File: config.mk
export PLATFORM = sky130hd
export DESIGN_NAME = output_buffer
export DESIGN_NICKNAME = d
export VERILOG_FILES = /design/src/rtl/output_buffer.sv
export SDC_FILE = /design/constraint.sdc
export NUM_CORES = 1
export LEC_CHECK = 0
export ABC_AREA = 1
export BUFFER_PORTS_ARGS = -buffer_cell sky130_fd_sc_hd__buf_2
export CAP_MARGIN = 25
export CORE_UTILIZATION = 40
export CTS_CLUSTER_DIAMETER = 200
export DETAILED_ROUTE_END_ITERATION = 10
export SYNTH_ARGS = -nofsm -noshare
export SYNTH_HDL_FRONTEND = slang
export SYNTH_SLANG_ARGS = --single-unit
File: constraint.sdc
create_clock -name i_clk -period 11.5 [get_ports i_clk]
set_input_delay 2.3 -clock i_clk [delete_from_list [all_inputs] [get_ports i_clk]]
set_output_delay 2.3 -clock i_clk [all_outputs]
set_load 0.03 [all_outputs]
File: src/rtl/output_buffer.sv
// -----------------------------------------------------------------------------
// output_buffer
//
// Registered output side of the memory-mapped IO subsystem. Byte-masked stores
// from the load/store unit land in the LEDR, LEDG, HEXLO, HEXHI and LCD
// registers, and the board pins are driven from those registers. Loads to
// the same addresses read the registers back combinationally.
//
// Optional feature macro: OUTPUT_BUFFER_LCD_SEQ_EN
//   When defined, an LCD strobe sequencer (IDLE/SETUP/PULSE/HOLD) owns the
//   LCD EN pin and generates a timed pulse for every accepted LCD store.
//   LCD stores that arrive while it is busy are dropped and set a sticky
//   overflow flag. When undefined, the LCD register drives the pins directly.
//
// Parameters:
//   BASE_HI    required value of i_addr[31:16] for any register hit
//   SETUP_CYC  LCD EN-low cycles before the pulse (min 1)
//   PULSE_CYC  LCD EN-high cycles (min 1)
//   HOLD_CYC   LCD EN-low cycles after the pulse (min 1)
//
// Ports:
//   i_clk, i_reset       clock (rising edge), async active-high reset
//   i_st_en              store strobe
//   i_addr               store and readback address
//   i_st_data, i_bmask   store data and byte-lane enables
//   o_ld_data            combinational readback of the addressed register
//   o_io_ledr, o_io_ledg red / green LEDs
//   o_io_hex0..7         seven-segment digits
//   o_io_lcd             LCD pins: [31] ON, [10] EN, [9] RS, [8] RW, [7:0] DATA
//   o_lcd_busy           LCD sequencer not idle
// -----------------------------------------------------------------------------
module output_buffer #(
  parameter logic [15:0] BASE_HI   = 16'h1000,
  parameter int          SETUP_CYC = 4,
  parameter int          PULSE_CYC = 25,
  parameter int          HOLD_CYC  = 4
) (
  input  logic        i_clk,
  input  logic        i_reset,
  input  logic        i_st_en,
  input  logic [31:0] i_addr,
  input  logic [31:0] i_st_data,
  input  logic [3:0]  i_bmask,
  output logic [31:0] o_ld_data,
  output logic [31:0] o_io_ledr,
  output logic [31:0] o_io_ledg,
  output logic [6:0]  o_io_hex0,
  output logic [6:0]  o_io_hex1,
  output logic [6:0]  o_io_hex2,
  output logic [6:0]  o_io_hex3,
  output logic [6:0]  o_io_hex4,
  output logic [6:0]  o_io_hex5,
  output logic [6:0]  o_io_hex6,
  output logic [6:0]  o_io_hex7,
  output logic [31:0] o_io_lcd,
  output logic        o_lcd_busy
);

  localparam logic [2:0] SEL_LEDR  = 3'd0;
  localparam logic [2:0] SEL_LEDG  = 3'd1;
  localparam logic [2:0] SEL_HEXLO = 3'd2;
  localparam logic [2:0] SEL_HEXHI = 3'd3;
  localparam logic [2:0] SEL_LCD   = 3'd4;

  logic        hit;
  logic [2:0]  sel;
  logic [31:0] ledr_q, ledg_q, hexlo_q, hexhi_q, lcd_q;
  logic [31:0] store_val;
  logic [31:0] lcd_rd;
  logic        wr_ledr, wr_ledg, wr_hexlo, wr_hexhi, wr_lcd;

  // Bit 15 and the low 12 address bits do not take part in decoding.
  logic unused_addr_bits;
  assign unused_addr_bits = ^{i_addr[15], i_addr[11:0]};

  assign hit = (i_addr[31:16] == BASE_HI);
  assign sel = i_addr[14:12];

  function automatic logic [31:0] merge_lanes(input logic [31:0] old,
                                              input logic [31:0] data,
                                              input logic [3:0]  mask);
    logic [31:0] res;
    res = old;
    for (int n = 0; n < 4; n++)
      if (mask[n]) res[8*n +: 8] = data[8*n +: 8];
    return res;
  endfunction

  // The merge source depends on which register is addressed, so the new
  // value is formed once from the selected register's current contents.
  always_comb begin
    store_val = '0;
    case (sel)
      SEL_LEDR:  store_val = merge_lanes(ledr_q,  i_st_data, i_bmask);
      SEL_LEDG:  store_val = merge_lanes(ledg_q,  i_st_data, i_bmask);
      SEL_HEXLO: store_val = merge_lanes(hexlo_q, i_st_data, i_bmask);
      SEL_HEXHI: store_val = merge_lanes(hexhi_q, i_st_data, i_bmask);
      SEL_LCD:   store_val = merge_lanes(lcd_q,   i_st_data, i_bmask);
      default:   store_val = '0;
    endcase
  end

  assign wr_ledr  = i_st_en && hit && (sel == SEL_LEDR);
  assign wr_ledg  = i_st_en && hit && (sel == SEL_LEDG);
  assign wr_hexlo = i_st_en && hit && (sel == SEL_HEXLO);
  assign wr_hexhi = i_st_en && hit && (sel == SEL_HEXHI);
  assign wr_lcd   = i_st_en && hit && (sel == SEL_LCD);

  always_ff @(posedge i_clk or posedge i_reset) begin
    if (i_reset) begin
      ledr_q  <= '0;
      ledg_q  <= '0;
      hexlo_q <= '0;
      hexhi_q <= '0;
    end else begin
      if (wr_ledr)  ledr_q  <= store_val;
      if (wr_ledg)  ledg_q  <= store_val;
      if (wr_hexlo) hexlo_q <= store_val;
      if (wr_hexhi) hexhi_q <= store_val;
    end
  end

`ifdef OUTPUT_BUFFER_LCD_SEQ_EN
  localparam int MAX_CYC = (SETUP_CYC > PULSE_CYC)
                           ? ((SETUP_CYC > HOLD_CYC) ? SETUP_CYC : HOLD_CYC)
                           : ((PULSE_CYC > HOLD_CYC) ? PULSE_CYC : HOLD_CYC);
  localparam int CW = $clog2(MAX_CYC + 1);

  typedef enum logic [1:0] {IDLE, SETUP, PULSE, HOLD} lcd_state_t;

  lcd_state_t    state;
  logic [CW-1:0] cnt;
  logic          en_q;
  logic          busy_q;
  logic          ovf_q;

  // Stored bit 10 never reaches the pin or the readback here.
  logic unused_lcd_bit;
  assign unused_lcd_bit = lcd_q[10];

  // The counter is loaded with (phase length - 1) on every state entry and
  // the phase ends on the edge that sees it at zero. EN and busy are kept
  // as flops that change together with the state, so the pins are glitch
  // free and clear asynchronously with reset.
  always_ff @(posedge i_clk or posedge i_reset) begin
    if (i_reset) begin
      state  <= IDLE;
      cnt    <= '0;
      en_q   <= 1'b0;
      busy_q <= 1'b0;
      ovf_q  <= 1'b0;
      lcd_q  <= '0;
    end else begin
      if (wr_lcd && state != IDLE) ovf_q <= 1'b1;
      case (state)
        IDLE: begin
          if (wr_lcd) begin
            lcd_q <= store_val;
            if (i_bmask[0]) begin
              ovf_q  <= 1'b0;
              state  <= SETUP;
              cnt    <= CW'(SETUP_CYC - 1);
              busy_q <= 1'b1;
            end
          end
        end
        SETUP: begin
          if (cnt == '0) begin
            state <= PULSE;
            cnt   <= CW'(PULSE_CYC - 1);
            en_q  <= 1'b1;
          end else begin
            cnt <= cnt - CW'(1);
          end
        end
        PULSE: begin
          if (cnt == '0) begin
            state <= HOLD;
            cnt   <= CW'(HOLD_CYC - 1);
            en_q  <= 1'b0;
          end else begin
            cnt <= cnt - CW'(1);
          end
        end
        HOLD: begin
          if (cnt == '0) begin
            state  <= IDLE;
            busy_q <= 1'b0;
          end else begin
            cnt <= cnt - CW'(1);
          end
        end
        default: state <= IDLE;
      endcase
    end
  end

  assign o_io_lcd   = {lcd_q[31:11], en_q, lcd_q[9:0]};
  assign o_lcd_busy = busy_q;
  assign lcd_rd     = {lcd_q[31], busy_q, ovf_q, lcd_q[28:11], 1'b0, lcd_q[9:0]};
`else
  // Without the sequencer every LCD store is accepted and the register,
  // including the EN bit, goes straight to the pins.
  always_ff @(posedge i_clk or posedge i_reset) begin
    if (i_reset) lcd_q <= '0;
    else if (wr_lcd) lcd_q <= store_val;
  end

  assign o_io_lcd   = lcd_q;
  assign o_lcd_busy = 1'b0;
  assign lcd_rd     = lcd_q;
`endif

  // Readback is purely combinational and ignores the store strobe, so a
  // load in the same cycle as a store sees the pre-store value.
  always_comb begin
    o_ld_data = '0;
    if (hit) begin
      case (sel)
        SEL_LEDR:  o_ld_data = ledr_q;
        SEL_LEDG:  o_ld_data = ledg_q;
        SEL_HEXLO: o_ld_data = hexlo_q;
        SEL_HEXHI: o_ld_data = hexhi_q;
        SEL_LCD:   o_ld_data = lcd_rd;
        default:   o_ld_data = '0;
      endcase
    end
  end

  assign o_io_ledr = ledr_q;
  assign o_io_ledg = ledg_q;
  assign o_io_hex0 = hexlo_q[6:0];
  assign o_io_hex1 = hexlo_q[14:8];
  assign o_io_hex2 = hexlo_q[22:16];
  assign o_io_hex3 = hexlo_q[30:24];
  assign o_io_hex4 = hexhi_q[6:0];
  assign o_io_hex5 = hexhi_q[14:8];
  assign o_io_hex6 = hexhi_q[22:16];
  assign o_io_hex7 = hexhi_q[30:24];

endmodule

==> reports/metrics.csv, run 1 <==
metric,value,unit
power share of the clock group,0.485,
synthesized area per cell,5.991,µm²
die area,0.02650,mm²
placed cell areas,0.01142,mm²
CTS tree,done,
setup violators final,0,
status,"complete, no violations",
RSZ-0062 raised after global routing,false,
"Seq/Total Area, Yosys",0.3872,
total grt overflow,0,
"wirelength, routed",37960,µm
NumNets Final,1941,
Peak Freq,0.1435,GHz
Critical Path RT,9.20,ns
post-cts sizing count,0,
first-pass GRT wire length,57780,µm
total power,1.302,mW
Post-Syn Area,0.01034,mm²
Synth area leader,nand2_1,
1st-iter DRT viols,995,
Skew-Pair Late Insertion Delay,0.43,ns
vias in the first global route,10150,
DRC errors left,0,
r2r worst-path depth,8,
CTS root buffer,clkbuf_16,
Pre-antenna DRT Iters,5,
Final WS setup,4.531,ns
clk_skew,0.007530,ns
total CTS buffers,17,
area grow syn2layout,17.63,%
Initial Util,0.4095,
CTS Hold Bufs,0,
fin area,0.01216,mm²
r2r setup slk,10.30,ns
crit path launch type,input pin,
Final HPWL DP,23200,µm
ANT nets after route,0,
"Hold Vio Cnt, Final",0,
Hold WC Path Type,flip-flop to flip-flop,
pin slew with the least headroom to its limit,1.048,ns
Post-CTS Setup Inserts,0,
setup TNS,0,ns
pre-CTS setup slack,4.576,ns
initial antenna violation count,3,
Final Max Slew Viols,0,
Crit Path Category,input pin to output pin,
unique cell type count in the Yosys netlist,21,
chip width,162.8,µm
largest net degree at the start of global routing,85,
Logic pwr share,0.083,
Clock Pin Slew Worst Setup and Hold Paths,0.06,ns
Net Sw Frac,0.2445,
core area,0.02525,mm²
vias,11340,
crit path capture type,output pin,
arrival time worst endpoint,4.67,ns
min-delay src,hexhi_q[23],
Hold Path Sink,hexhi_q[23],
vias per inst,5.126,
worst r2r dst,o_io_ledr[2],
I/O Pins,256,
Post-Synthesis Cells,1726,
Synth area leaders,"nand2_1, dfrtp_1, buf_4",
Routed WL per cell,17.15,µm
FP Rows,58,
crit path time final,6.969,ns
fill count,2662,
share of the synthesized area in the top cell type,0.4007,
gr usage total,0.2859,
Slew Limit Headroom,0.3004,
die height,162.8,µm
Seq cells post-synth,160,
Reg area,0.004004,mm²
worst r2r src,o_io_ledg[2],
MaxCap Viol Count,0,
final period utilization,0.6060,
Max Root-Sink Buffers,2,
footprint of the multi-input gates,0.005328,mm²
cell leakage power,7.268,nW
Crit Path Max Fanout,41,
NetSw,0.3183,mW
deepest level of the CTS H-tree,4,
Int Power,0.9836,mW
clock sink count,160,
Power Dens Cells,107.0,mW/mm²
peak supply drop,0.08734,mV
hold depth,2,
routability cong.,0.8458,
syn nets,1797,
synth warn,0,
Seq pwr share,0.432,
I/O Buffers,241,
share of layout cells above drive strength 1,0.1648,
power by group through the flow:
stage | clock network (mW) | registers (mW) | logic [mW]
floorplan | 0 | 0.573 | 0.0658
global placement | 0 | 0.573 | 0.103
detailed placement | 0 | 0.573 | 0.103
CTS | 0.640 | 0.563 | 0.104
global route | 0.665 | 0.562 | 0.120
finish | 0.632 | 0.563 | 0.108
critical path: stages:
cell	delay (ns)
buf_2	0.13
nor2_1	0.23
nand2_2	0.31
inv_2	0.43
buf_4	0.58
nand2_1	0.10
nand3_1	0.11
nor2_1	0.04
nor2_1	0.18
buf_2	0.24
cell usage after synthesis:
library cell     n
o22ai_1          2
nand2_1       1104
nand2_2          1
nor2_1         113
buf_2           38
conb_1           1
inv_2            3
nand3b_1         1
a21oi_1         31
buf_1            1
o21ai_0         57
nand3_2          1
dfrtp_1        160
nor2_2           2
inv_1           73
clkbuf_1        40
o21ai_1          1
buf_4           59
nand3_1         32
o211ai_1         1
nand4_1          5
how the worst max path moves through the flow:
stage,from,to,slack [ns],cells after the start
3_5_place_dp,i_addr[12],o_ld_data[27],4.58,10
6_report,i_addr[13],o_ld_data[27],4.53,10
4_1_cts,i_addr[12],o_ld_data[27],4.57,10
2_1_floorplan,i_reset,hexhi_q[0],4.88,1
5_1_grt,i_addr[13],o_ld_data[23],4.41,10
3_3_place_gp,i_addr[13],o_ld_data[27],4.57,10
per-stage QoR:
step / instances / utilization / hold slack (ns)
after global placement: 2173 / 0.4493 / 0.4665
after global routing: 2213 / 0.4817 / 0.5085
after detailed placement: 2177 / 0.4520 / 0.4650
final: 2213 / 0.4817 / 0.4796
after CTS: 2207 / 0.4774 / 0.4813
after floorplan: 1726 / - / 0.4490
layout by cell type (no fill, tap or decap):
| cell type | Yosys | layout |
|---|---|---|
| diode_2 | 0 | 2 |
| nor2_4 | 0 | 8 |
| a21oi_1 | 31 | 31 |
| inv_2 | 3 | 4 |
| clkbuf_16 | 0 | 17 |
| clkinvlp_4 | 0 | 2 |
| o21ai_0 | 57 | 57 |
| buf_16 | 0 | 4 |
| inv_1 | 73 | 71 |
| o22ai_1 | 2 | 2 |
| clkbuf_1 | 40 | 1 |
| o211ai_1 | 1 | 1 |
| buf_2 | 38 | 241 |
| conb_1 | 1 | 1 |
| inv_6 | 0 | 2 |
| clkinv_2 | 0 | 2 |
| nand3b_1 | 1 | 1 |
| clkbuf_8 | 0 | 2 |
| dfrtp_1 | 160 | 160 |
| nand2_1 | 1104 | 1103 |
| nand3_2 | 1 | 1 |
| nand4_1 | 5 | 5 |
| nand3_1 | 32 | 32 |
| nor2_2 | 2 | 2 |
| nor2_1 | 113 | 105 |
| nand2_2 | 1 | 2 |
| buf_12 | 0 | 2 |
| buf_4 | 59 | 15 |
| buf_8 | 0 | 1 |
| o21ai_1 | 1 | 1 |
| bufinv_16 | 0 | 5 |
cell type report:
class | count | share of cell area
repair buffers | 263 | 0.1220
clock inverters | 10 | 0.01512
flip-flops and latches | 160 | 0.3291
diodes | 2 | 0.0004114
well taps | 330 | 0.03394
clock buffers | 20 | 0.03754
multi-input cells | 1352 | 0.4380
inverters | 76 | 0.02386
metal layers:
metal  global-route usage  share of wire  up-vias
met3              0.05246          0.078       68
met1               0.3849           0.44     5338
met4               0.1075          0.024        2
li1                     -              -     5445
met2               0.4551           0.46      490
met5                    0        0.00037        -
logic make-up after synthesis:
group                  Yosys count  synth area share
AOI/OAI and AO/OA               92           0.04501
buffers and inverters          214            0.1037
DFF                            160            0.3872
other                            1         0.0003626
and+or+nand+nor               1259            0.4638
sequential cells by signal (all words and copies together), names as in the netlist:
name,count
o_io_lcd,32
o_io_ledr,32
o_io_ledg,32
hexhi_q,32
hexlo_q,32
Power figures use the tool's default switching activity.
==> run 2, diff against run 1 <==
--- a/config.mk
+++ b/config.mk
@@ -11,6 +11,7 @@
 export CORE_UTILIZATION = 40
 export CTS_CLUSTER_DIAMETER = 200
 export DETAILED_ROUTE_END_ITERATION = 10
+export PLACE_DENSITY = 0.65
 export SYNTH_ARGS = -nofsm -noshare
 export SYNTH_HDL_FRONTEND = slang
 export SYNTH_SLANG_ARGS = --single-unit
==> constraint.sdc (replaced) <==
create_clock -name i_clk -period 5.7 [get_ports i_clk]
set_input_delay 1.14 -clock i_clk [delete_from_list [all_inputs] [get_ports i_clk]]
set_output_delay 1.14 -clock i_clk [all_outputs]
set_load 0.03 [all_outputs]
==> reports/metrics.csv, run 2 (synthesized netlist as in run 1, its figures left out) <==
metric,value,unit,change
Pre-antenna DRT Iters,5,,unchanged
I/O Buffers,241,,unchanged
Peak Freq,0.2317,GHz,
vias in the first global route,10150,,about the same
Post-CTS Setup Inserts,0,,unchanged
Power Dens Cells,209.5,mW/mm²,was 107.0 mW/mm²
total power,2.534,mW,was 1.302 mW
status,"complete, no violations",,unchanged
first-pass GRT wire length,57280,µm,"was 57,780 µm"
RSZ-0062 raised after global routing,false,,unchanged
I/O Pins,256,,unchanged
Crit Path Category,input pin to output pin,,unchanged
arrival time worst endpoint,3.18,ns,was 4.67 ns
Routed WL per cell,16.73,µm,was 17.15 µm
setup violators final,0,,unchanged
vias per inst,5.104,,was 5.126
most frequent cells in the layout,"nand2_1, buf_2, dfrtp_1",,unchanged
MaxCap Viol Count,0,,unchanged
"most common cell after layout, fill and taps aside",nand2_1,,unchanged
Max Root-Sink Buffers,2,,unchanged
clk_skew,0.01060,ns,was 0.007530 ns
post-cts sizing count,0,,unchanged
"wirelength, routed",37000,µm,"was 37,960 µm"
clock sink count,160,,unchanged
Final Max Slew Viols,0,,unchanged
Hold WC Path Type,flip-flop to flip-flop,,unchanged
vias,11290,,"was 11,340"
die height,162.8,µm,unchanged
cell leakage power,7.239,nW,was 7.268 nW
gr usage total,0.2815,,was 0.2859
CTS root buffer,clkbuf_16,,unchanged
fill count,2661,,"was 2,662"
FP Rows,58,,unchanged
share of layout cells above drive strength 1,0.1649,,was 0.1648
ANT nets after route,0,,unchanged
largest net degree at the start of global routing,61,,was 85
NumNets Final,1939,,"was 1,941"
setup TNS,0,ns,unchanged
crit path capture type,output pin,,unchanged
initial antenna violation count,3,,unchanged
"Hold Vio Cnt, Final",0,,unchanged
CTS Hold Bufs,0,,unchanged
Initial Util,0.4095,,unchanged
total CTS buffers,17,,unchanged
DRC errors left,0,,unchanged
Skew-Pair Late Insertion Delay,0.42,ns,was 0.43 ns
crit path time final,4.316,ns,
Critical Path RT,4.56,ns,was 9.20 ns
pin slew with the least headroom to its limit,1.039,ns,was 1.048 ns
total grt overflow,0,,unchanged
final period utilization,0.7572,,
crit path launch type,input pin,,unchanged
CTS tree,done,,unchanged
die area,0.02650,mm²,unchanged
Slew Limit Headroom,0.3065,,was 0.3004
Crit Path Max Fanout,29,,was 41
peak supply drop,0.1751,mV,was 0.08734 mV
Clock Pin Slew Worst Setup and Hold Paths,0.05,ns,was 0.06 ns
core area,0.02525,mm²,unchanged
1st-iter DRT viols,1136,,was 995
area grow syn2layout,16.93,%,was 17.63%
Final HPWL DP,22790,µm,"was 23,200 µm"
deepest level of the CTS H-tree,4,,unchanged
routability cong.,0.8087,,was 0.8458
chip width,162.8,µm,unchanged
run 2: cell types whose count changed in the layout (fill, tap and decap cells not counted):
cell / change
buf_12: +2
clkinv_4: +2
buf_4: -2
clkinv_2: +3
buf_16: -2
bufinv_16: -2
inv_6: +2
clkbuf_1: -1
clkbuf_8: -1
clkinvlp_4: -2
run 2: layout make-up:
cell class              instances  area (µm²)  area share
multi-input cells            1352        5328      0.4406
well taps                     330       412.9     0.03415
inverters                      76       290.3     0.02401
clock inverters                13       158.9     0.01314
repair buffers                261        1454      0.1202
clock buffers                  18       439.2     0.03632
diodes                          2       5.005   0.0004139
flip-flops and latches        160        4004      0.3311
run 2: path summary, 6_finish.rpt:
kind	depth (start not counted)	endpoint	slack [ns]	start
setup reg to reg	8	o_io_lcd[23]	4.47	o_io_ledg[23]
hold reg to reg	2	hexhi_q[23]	0.49	hexhi_q[23]
max in group asynchronous	3	hexlo_q[10]	3.73	i_reset
setup / recovery	10	o_ld_data[23]	1.38	i_addr[13]
hold / removal	2	hexhi_q[23]	0.49	hexhi_q[23]
min in group asynchronous	2	o_io_lcd[25]	0.78	i_reset
run 2: stage by stage:
step           instance area (µm²)  hold WS (ns)  utilization  setup WS (ns)  instances
6_report                     12090        0.4934       0.4788          1.384       2212
5_1_grt                      12090        0.5161       0.4788          1.225       2212
4_1_cts                      12040        0.4943       0.4767          1.423       2208
3_5_place_dp                 11440        0.4743       0.4530          1.426       2177
3_3_place_gp                 11380        0.4651       0.4506          1.408       2174
2_1_floorplan                10340        0.4490            -         0.2401       1726
run 2: per-layer routing:
layer / global-route usage / wire [µm]
met5: 0 / 13
met1: 0.3925 / 16060
met2: 0.4445 / 17090
met3: 0.04278 / 3083
met4: 0.09431 / 752
run 2: report_power, final:
group          leakage, nW  total (mW)  switching, mW  internal, mW
combinational         4.70       0.212          0.163        0.0491
sequential            2.24        1.14      0.0000237          1.14
clock                0.300        1.19          0.486         0.700
total                 7.24        2.53          0.649          1.88
run 2: critical path, stage by stage:
cell,delay [ns]
buf_2,0.13
nor2_1,0.23
nand2_2,0.27
inv_2,0.32
buf_4,0.45
nand2_1,0.09
nand3_1,0.10
nor2_1,0.04
nor2_1,0.15
buf_2,0.23
